**src/rtl/apb_arbiter_if.sv**
```systemverilog
// APB-style bus bundle shared by the two requester ports and the completer
// port of apb_arbiter. The requester or arbiter side that starts transfers
// uses "master"; the side that answers them uses "slave".
interface apb_arbiter_if #(
    parameter int AW = 5,
    parameter int DW = 8
);
    logic          PSEL;
    logic [AW-1:0] PADDR;
    logic          PENABLE;
    logic          PWRITE;
    logic [DW-1:0] PWDATA;
    logic [DW-1:0] PRDATA;
    logic          PREADY;
    logic          PSLVERR;

    modport master (
        output PSEL, PADDR, PENABLE, PWRITE, PWDATA,
        input  PRDATA, PREADY
    );

    modport slave (
        input  PSEL, PADDR, PENABLE, PWRITE, PWDATA,
        output PRDATA, PREADY, PSLVERR
    );
endinterface

```
**src/rtl/apb_arbiter.sv**
```systemverilog
// apb_arbiter: shares one APB completer between two requesters with
// per-transfer round-robin arbitration. A granted transfer is captured,
// replayed on the completer as SETUP/ACCESS, and finished with a one-cycle
// DONE that returns PREADY (and read data) to the owner.
// Optional feature macro: APB_ARBITER_TIMEOUT_EN (abort ACCESS after
// TIMEOUT_CYCLES completer wait cycles with PSLVERR and all-ones read data).
module apb_arbiter #(
    parameter int AW             = 5,
    parameter int DW             = 8,
    parameter int TIMEOUT_CYCLES = 255
) (
    input  logic          PCLK,
    input  logic          PRESET,
    apb_arbiter_if.slave  R0,
    apb_arbiter_if.slave  R1,
    apb_arbiter_if.master C,
    output logic [1:0]    GRANT
);
    typedef enum logic [1:0] {IDLE, SETUP, ACCESS, DONE} state_t;

    state_t          r_state;
    state_t          w_nextState;
    logic            r_last;
    logic [AW-1:0]   r_addr;
    logic            r_write;
    logic [DW-1:0]   r_wdata;
    logic            r_cPsel;
    logic            r_cPenable;
    logic [1:0]      r_grant;
    logic [1:0]      r_pready;
    logic [DW-1:0]   r_prdata0;
    logic [DW-1:0]   r_prdata1;

    logic            w_doGrant;
    logic            w_grantSel;
    logic            w_finish;
    logic            w_timeoutHit;
    logic [AW-1:0]   w_selAddr;
    logic            w_selWrite;
    logic [DW-1:0]   w_selWdata;
    logic [DW-1:0]   w_readData;
    logic            w_unusedPenable;

    // PENABLE from the requesters carries no meaning for arbitration
    assign w_unusedPenable = R0.PENABLE ^ R1.PENABLE;

    // Requester fields of whichever side wins this cycle
    assign w_selAddr  = w_grantSel ? R1.PADDR  : R0.PADDR;
    assign w_selWrite = w_grantSel ? R1.PWRITE : R0.PWRITE;
    assign w_selWdata = w_grantSel ? R1.PWDATA : R0.PWDATA;

    // A timeout abort reports all ones instead of completer data
    assign w_readData = C.PREADY ? C.PRDATA : '1;

    // Arbitration decision and next-state selection
    always_comb begin
        w_nextState = r_state;
        w_doGrant   = 1'b0;
        w_grantSel  = r_last;
        w_finish    = 1'b0;
        case (r_state)
            IDLE: begin
                if (R0.PSEL && R1.PSEL) begin
                    w_doGrant  = 1'b1;
                    w_grantSel = ~r_last;
                end else if (R0.PSEL) begin
                    w_doGrant  = 1'b1;
                    w_grantSel = 1'b0;
                end else if (R1.PSEL) begin
                    w_doGrant  = 1'b1;
                    w_grantSel = 1'b1;
                end
                if (w_doGrant) begin
                    w_nextState = SETUP;
                end
            end
            SETUP:  w_nextState = ACCESS;
            ACCESS: begin
                if (C.PREADY || w_timeoutHit) begin
                    w_finish    = 1'b1;
                    w_nextState = DONE;
                end
            end
            DONE:    w_nextState = IDLE;
            default: w_nextState = IDLE;
        endcase
    end

    // State, captured transfer, registered completer drive and owner responses
    always_ff @(posedge PCLK) begin
        if (PRESET) begin
            r_state    <= IDLE;
            r_last     <= 1'b1;
            r_addr     <= '0;
            r_write    <= 1'b0;
            r_wdata    <= '0;
            r_cPsel    <= 1'b0;
            r_cPenable <= 1'b0;
            r_grant    <= 2'b00;
            r_pready   <= 2'b00;
            r_prdata0  <= '0;
            r_prdata1  <= '0;
        end else begin
            r_state    <= w_nextState;
            r_cPsel    <= (w_nextState == SETUP) || (w_nextState == ACCESS);
            r_cPenable <= (w_nextState == ACCESS);
            r_pready   <= 2'b00;
            if (w_doGrant) begin
                r_last  <= w_grantSel;
                r_addr  <= w_selAddr;
                r_write <= w_selWrite;
                r_wdata <= w_selWdata;
                r_grant <= w_grantSel ? 2'b10 : 2'b01;
            end
            if (w_finish) begin
                r_grant          <= 2'b00;
                r_pready[r_last] <= 1'b1;
                if (!r_write) begin
                    if (r_last) begin
                        r_prdata1 <= w_readData;
                    end else begin
                        r_prdata0 <= w_readData;
                    end
                end
            end
        end
    end

`ifdef APB_ARBITER_TIMEOUT_EN
    localparam int CW = $clog2(TIMEOUT_CYCLES + 1);
    localparam logic [CW-1:0] LIMIT = CW'(TIMEOUT_CYCLES - 1);

    logic [CW-1:0] r_toCount;
    logic [1:0]    r_pslverr;

    // The count about to reach the limit with no PREADY aborts this cycle
    assign w_timeoutHit = (r_state == ACCESS) && !C.PREADY && (r_toCount == LIMIT);

    // ACCESS wait counter and the error flag that accompanies an abort
    always_ff @(posedge PCLK) begin
        if (PRESET) begin
            r_toCount <= '0;
            r_pslverr <= 2'b00;
        end else begin
            r_pslverr <= 2'b00;
            if (r_state == SETUP) begin
                r_toCount <= '0;
            end else if ((r_state == ACCESS) && !C.PREADY) begin
                r_toCount <= r_toCount + CW'(1);
            end
            if (w_timeoutHit) begin
                r_pslverr[r_last] <= 1'b1;
            end
        end
    end

    assign R0.PSLVERR = r_pslverr[0];
    assign R1.PSLVERR = r_pslverr[1];
`else
    localparam int unusedTimeoutCycles = TIMEOUT_CYCLES;

    assign w_timeoutHit = 1'b0;
    assign R0.PSLVERR   = 1'b0;
    assign R1.PSLVERR   = 1'b0;
`endif

    assign C.PSEL     = r_cPsel;
    assign C.PENABLE  = r_cPenable;
    assign C.PADDR    = r_addr;
    assign C.PWRITE   = r_write;
    assign C.PWDATA   = r_wdata;
    assign R0.PRDATA  = r_prdata0;
    assign R1.PRDATA  = r_prdata1;
    assign R0.PREADY  = r_pready[0];
    assign R1.PREADY  = r_pready[1];
    assign GRANT      = r_grant;
endmodule

```
**src/flat_wrapper.sv**
```systemverilog
// flat-port wrapper written by rule: the top's interface ports become plain ports
module apb_arbiter_flat 
#(
    parameter int AW             = 5,
    parameter int DW             = 8,
    parameter int TIMEOUT_CYCLES = 255
)
  (PCLK, PRESET, GRANT, R0_PSEL, R0_PADDR, R0_PENABLE, R0_PWRITE, R0_PWDATA, R0_PRDATA, R0_PREADY, R0_PSLVERR, R1_PSEL, R1_PADDR, R1_PENABLE, R1_PWRITE, R1_PWDATA, R1_PRDATA, R1_PREADY, R1_PSLVERR, C_PSEL, C_PADDR, C_PENABLE, C_PWRITE, C_PWDATA, C_PRDATA, C_PREADY);
  apb_arbiter_if #(.AW(AW), .DW(DW)) R0_i ();
  apb_arbiter_if #(.AW(AW), .DW(DW)) R1_i ();
  apb_arbiter_if #(.AW(AW), .DW(DW)) C_i ();
  input  logic PCLK;
  input  logic PRESET;
  output logic [1:0] GRANT;
  input wire logic [$bits(R0_i.PSEL)-1:0] R0_PSEL;
  input wire logic [$bits(R0_i.PADDR)-1:0] R0_PADDR;
  input wire logic [$bits(R0_i.PENABLE)-1:0] R0_PENABLE;
  input wire logic [$bits(R0_i.PWRITE)-1:0] R0_PWRITE;
  input wire logic [$bits(R0_i.PWDATA)-1:0] R0_PWDATA;
  output wire logic [$bits(R0_i.PRDATA)-1:0] R0_PRDATA;
  output wire logic [$bits(R0_i.PREADY)-1:0] R0_PREADY;
  output wire logic [$bits(R0_i.PSLVERR)-1:0] R0_PSLVERR;
  input wire logic [$bits(R1_i.PSEL)-1:0] R1_PSEL;
  input wire logic [$bits(R1_i.PADDR)-1:0] R1_PADDR;
  input wire logic [$bits(R1_i.PENABLE)-1:0] R1_PENABLE;
  input wire logic [$bits(R1_i.PWRITE)-1:0] R1_PWRITE;
  input wire logic [$bits(R1_i.PWDATA)-1:0] R1_PWDATA;
  output wire logic [$bits(R1_i.PRDATA)-1:0] R1_PRDATA;
  output wire logic [$bits(R1_i.PREADY)-1:0] R1_PREADY;
  output wire logic [$bits(R1_i.PSLVERR)-1:0] R1_PSLVERR;
  output wire logic [$bits(C_i.PSEL)-1:0] C_PSEL;
  output wire logic [$bits(C_i.PADDR)-1:0] C_PADDR;
  output wire logic [$bits(C_i.PENABLE)-1:0] C_PENABLE;
  output wire logic [$bits(C_i.PWRITE)-1:0] C_PWRITE;
  output wire logic [$bits(C_i.PWDATA)-1:0] C_PWDATA;
  input wire logic [$bits(C_i.PRDATA)-1:0] C_PRDATA;
  input wire logic [$bits(C_i.PREADY)-1:0] C_PREADY;
  assign R0_i.PSEL = R0_PSEL;
  assign R0_i.PADDR = R0_PADDR;
  assign R0_i.PENABLE = R0_PENABLE;
  assign R0_i.PWRITE = R0_PWRITE;
  assign R0_i.PWDATA = R0_PWDATA;
  assign R0_PRDATA = R0_i.PRDATA;
  assign R0_PREADY = R0_i.PREADY;
  assign R0_PSLVERR = R0_i.PSLVERR;
  assign R1_i.PSEL = R1_PSEL;
  assign R1_i.PADDR = R1_PADDR;
  assign R1_i.PENABLE = R1_PENABLE;
  assign R1_i.PWRITE = R1_PWRITE;
  assign R1_i.PWDATA = R1_PWDATA;
  assign R1_PRDATA = R1_i.PRDATA;
  assign R1_PREADY = R1_i.PREADY;
  assign R1_PSLVERR = R1_i.PSLVERR;
  assign C_PSEL = C_i.PSEL;
  assign C_PADDR = C_i.PADDR;
  assign C_PENABLE = C_i.PENABLE;
  assign C_PWRITE = C_i.PWRITE;
  assign C_PWDATA = C_i.PWDATA;
  assign C_i.PRDATA = C_PRDATA;
  assign C_i.PREADY = C_PREADY;
  apb_arbiter #(.AW(AW), .DW(DW), .TIMEOUT_CYCLES(TIMEOUT_CYCLES)) u_core (.PCLK(PCLK), .PRESET(PRESET), .R0(R0_i), .R1(R1_i), .C(C_i), .GRANT(GRANT));
endmodule
```
**config.mk**
```make
export PLATFORM = sky130hd
export DESIGN_NAME = apb_arbiter_flat
export DESIGN_NICKNAME = d
export VERILOG_FILES = /design/src/rtl/apb_arbiter_if.sv /design/src/rtl/apb_arbiter.sv /design/src/flat_wrapper.sv
export SDC_FILE = /design/constraint.sdc
export NUM_CORES = 1
export LEC_CHECK = 0
export CORE_MARGIN = 1.5
export CORE_UTILIZATION = 44
export DETAILED_ROUTE_END_ITERATION = 7
export GPL_TIMING_DRIVEN = 1
export HOLD_SLACK_MARGIN = 0.03
export PLACE_DENSITY = 0.85
export RECOVER_POWER = 25
export SLEW_MARGIN = 10
export SYNTH_ARGS = -nofsm -noshare
export SYNTH_HDL_FRONTEND = slang
export SYNTH_SLANG_ARGS = --single-unit
```
**constraint.sdc**
```tcl
create_clock -name PCLK -period 2.1 [get_ports PCLK]
set_input_delay 0.21 -clock PCLK [delete_from_list [all_inputs] [get_ports PCLK]]
set_output_delay 0.21 -clock PCLK [all_outputs]
set_load 0.01 [all_outputs]
```
==> impl_summary.txt <==
----------------------------------------------------
[Outcome]
  Result of the run ... completed

[Final layout]
  Filler Cells Inserted ... 321
  Final net count ... 303
  Antenna cells ... 0
  Ratio of cells with drive above 1 in the final layout ... 9.23%
  Area growth from synthesis to layout ... 44.4%
  Share of the core filled with cells ... 67.6%

[Yosys]
  Synthesized flop and latch total ... 39
  Post-synth design cell area ... 1750 um2
  Cell count after synthesis ... 188
  YS warnings ... 0
  Mean instance size in the synthesized netlist ... 9.32 um2
  Sequential element share of the synthesized area ... 44.6%
  Library cells used by synthesis ... 33

[STA]
  Unrepaired setup endpoints after global routing ... false
  Count of pins over their slew limit ... 0
  Total setup violations reported at the end of the flow ... 0
  Fmax ... 620 MHz
  Post-route setup TNS ... 0 ps
  Worst-margin pin slew ... 764 ps
  Endpoints failing hold ... 0
  Skew final ... 4.96 ps
  Final critical-path share of the clock period ... 76.8%
  Post-layout min period ... 1610 ps
  Worst-case headroom to the max-slew limit ... 48.9%

[Clock tree]
  Post-CTS Setup Inserts ... 0
  Clock buffers created by TritonCTS ... 5
  Total of cells resized after clock tree synthesis ... 0
  Count of H-tree levels built during CTS ... 2
  Post-CTS clock slew at the launch and capture registers of the worst setup and hold paths ... 70 ps
  Max Root-Sink Buffers ... 2
  Hold-fix buffers, CTS ... 0
  Clk_lat worst skew ... 280 ps
  Cell at the root of the clock tree ... clkbuf_8
  Number of sinks handled by clock tree synthesis ... 39
  CTS tree ... yes

[GRT]
  GRT Util Overall ... 20.4%
  GR Util met2 ... 33.0%
  Global-route wire length before repair ... 6980 um
  Number of antenna violations at the first check in global routing ... 0
  Total overflow reported by the global router ... 0
  Via count of the first global-routing pass ... 1551
  Fraction of met3 tracks used by global routing ... 6.81%
  Pin count of the biggest net entering global routing ... 25
  Fraction of met1 tracks used by global routing ... 25.1%
  GRT busiest layer ... met2

[Drt]
  Routed length per instance ... 14.2 um
  Drt total wl ... 4390 um
  Final antenna-violating net count ... 0
  Detailed Routing Iterations Pass 1 ... 4
  Count of unresolved DRC violations after routing ... 0
  Number of vias per cell ... 5.48
  Iteration-0 DRC Markers ... 156
  Via count ... 1687

[Worst setup path]
  Startpoint types ... flop
  Number of cells on the worst reg-to-reg path ... 4
  CP Data Arrival Time ... 1800 ps
  Crit-path cells ... inv_1 > clkbuf_1 > a21oi_2 > a311oi_1
  Endpoint kind of the worst setup timing path ... flop
  CP max-delay cell ... clkbuf_1
  Peak fanout along the critical path ... 13
  Worst Path Buf+Inv ... 2
  Worst path required time ... 2290 ps
  Cell family with most CP delay ... buffers and inverters
  Critical path depth ... 4
  Worst path max stage delay ... 520 ps
  Critical path class ... flop to flop

[Min path]
  Min-delay worst type ... flop to flop
  WHS Path Cells ... 2

[Pwr]
  Power density cells ... 713 nW/um2
  Total net switching power ... 0.519 mW
  Fraction of power consumed by the clock network ... 26.2%
  Internal Dissipation ... 1.28 mW
  IR drop worst, VDD ... 0.446 mV
  Relative contribution of combinational cells to total power ... 26.0%
  Switching power as a share of total power ... 28.8%
  Fraction of power consumed by sequential logic ... 47.8%
  Leakage component of the power ... 0.936 nW
  Overall power of the completed layout ... 1.80 mW

[Floorplanning]
  I/O pin count ... 81
  Chip width ... 66.1 um
  Die span in y ... 66.1 um
  Initial Util ... 46.8%
  Core Box Area ... 3740 um2
  Die footprint ... 4370 um2
  Number of rows in the core area ... 22

[Place]
  Post-detailed-placement half-perimeter wirelength ... 3170 um
  Global placement routability congestion ... 0.768
  IO Port Bufs ... 76

[Flow run]
  Max Cap Violations ... 0

----------------------------------------------------
==> kinds of logic (layout without fill, tap and decap cells) <==
| kind of cell | count (synthesis) | count (layout) | share of synthesized area, % |
|---|---|---|---|
| AO/OA/AOI/OAI | 63 | 63 | 24.4 |
| XOR/XNOR | 1 | 1 | 0.500 |
| buffers and inverters | 30 | 101 | 12.2 |
| flip-flops | 39 | 39 | 44.6 |
| AND/OR/NAND/NOR | 53 | 53 | 17.4 |
| adder cells (fa/ha/maj) | 1 | 1 | 0.714 |
| other | 1 | 2 | 0.214 |
==> power groups by stage <==
stage	registers (mW)	logic, mW	clock network (mW)
global route	0.871	0.509	0.512
floorplan	0.881	0.264	0
finish	0.863	0.468	0.473
global placement	0.877	0.473	0
detailed placement	0.879	0.479	0
CTS	0.863	0.482	0.476
==> cells in the mapped netlist <==
cell type	count	area [um2]
a211o_2	1	10.0
a211oi_1	2	15.0
a21oi_1	9	45.0
a21oi_2	8	70.1
a311oi_1	14	123
a31oi_1	14	87.6
and2_1	1	6.26
and4bb_1	1	12.5
buf_12	1	20.0
buf_2	1	5.00
buf_4	3	22.5
buf_6	5	56.3
clkbuf_1	6	22.5
clkbuf_8	3	41.3
conb_1	1	3.75
dfxtp_1	39	781
dlygate4sd1_1	1	8.76
ha_1	1	12.5
inv_1	10	37.5
nand2_1	4	15.0
nand2b_1	2	12.5
nand3_1	28	140
nand3b_1	1	7.51
nand4bb_1	1	11.3
nor2_1	7	26.3
nor2b_1	1	6.26
nor3_1	3	15.0
nor3b_1	1	7.51
nor3b_4	2	37.5
o211ai_1	1	7.51
o21ai_0	14	70.1
or2_2	1	6.26
xor2_1	1	8.76
==> sequential cells by signal (all words and copies together) (netlist names), 2 cells and up <==
name,flops
u_core.r_pready,2
u_core.R1.PRDATA,8
u_core.C.PWDATA,8
u_core.R0.PRDATA,8
u_core.C.PADDR,5
u_core.r_state,2
u_core.GRANT,2
==> cell usage in the layout (no fill, tap or decap), drive strengths merged, types with 2 or more instances in the layout <==
master and instances:
clkdlybuf4s50 62, dfxtp 39, nand3 28, a21oi 17, o21ai 14, a31oi 14
a311oi 14, dlygate4sd3 14, inv 10, clkbuf 8, nor2 7, buf 6
nand2 4, nor3 3, nor3b 3, nand2b 2, a211oi 2, conb 2
==> worst min-delay path: stages (launching register included) <==
cell      delay, ps
dfxtp_1         310
nand2b_1         60
a21oi_1          60
==> routing by layer <==
layer | part of all wire, % | wire length (um)
met5 | 0 | 0
met2 | 49 | 2130
met3 | 8.5 | 372
met4 | 0.91 | 40
met1 | 42 | 1840
==> area by class of cell <==
type | count | area (um2) | share of cell area [%]
Tap cell | 48 | 60.1 | 2.37
Clock inverter | 1 | 5.00 | 0.198
Sequential cell | 39 | 781 | 30.9
Timing Repair Buffer | 83 | 810 | 32.0
Clock buffer | 7 | 76.3 | 3.02
Inverter | 10 | 37.5 | 1.48
Multi-Input combinational cell | 120 | 761 | 30.1
==> through the flow <==
stage          cells  area (um2)  worst slack (ps)  hold WS, ps
3_3_place_gp     300        2450               355          460
4_1_cts          308        2530               542          482
2_1_floorplan    189        1760               824          372
3_5_place_dp     300        2450               338          467
6_report         308        2530               486          472
5_1_grt          308        2530               387          510
==> final timing paths <==
path / start / end / slack, ps
setup / recovery: u_core.r_last / u_core.R0.PRDATA[2] / 490
hold / removal: u_core.GRANT[1] / u_core.GRANT[1] / 470
setup reg to reg: u_core.r_last / u_core.R0.PRDATA[2] / 490
hold reg to reg: u_core.GRANT[1] / u_core.GRANT[1] / 470
No activity file was read; power rests on OpenSTA's default activity.
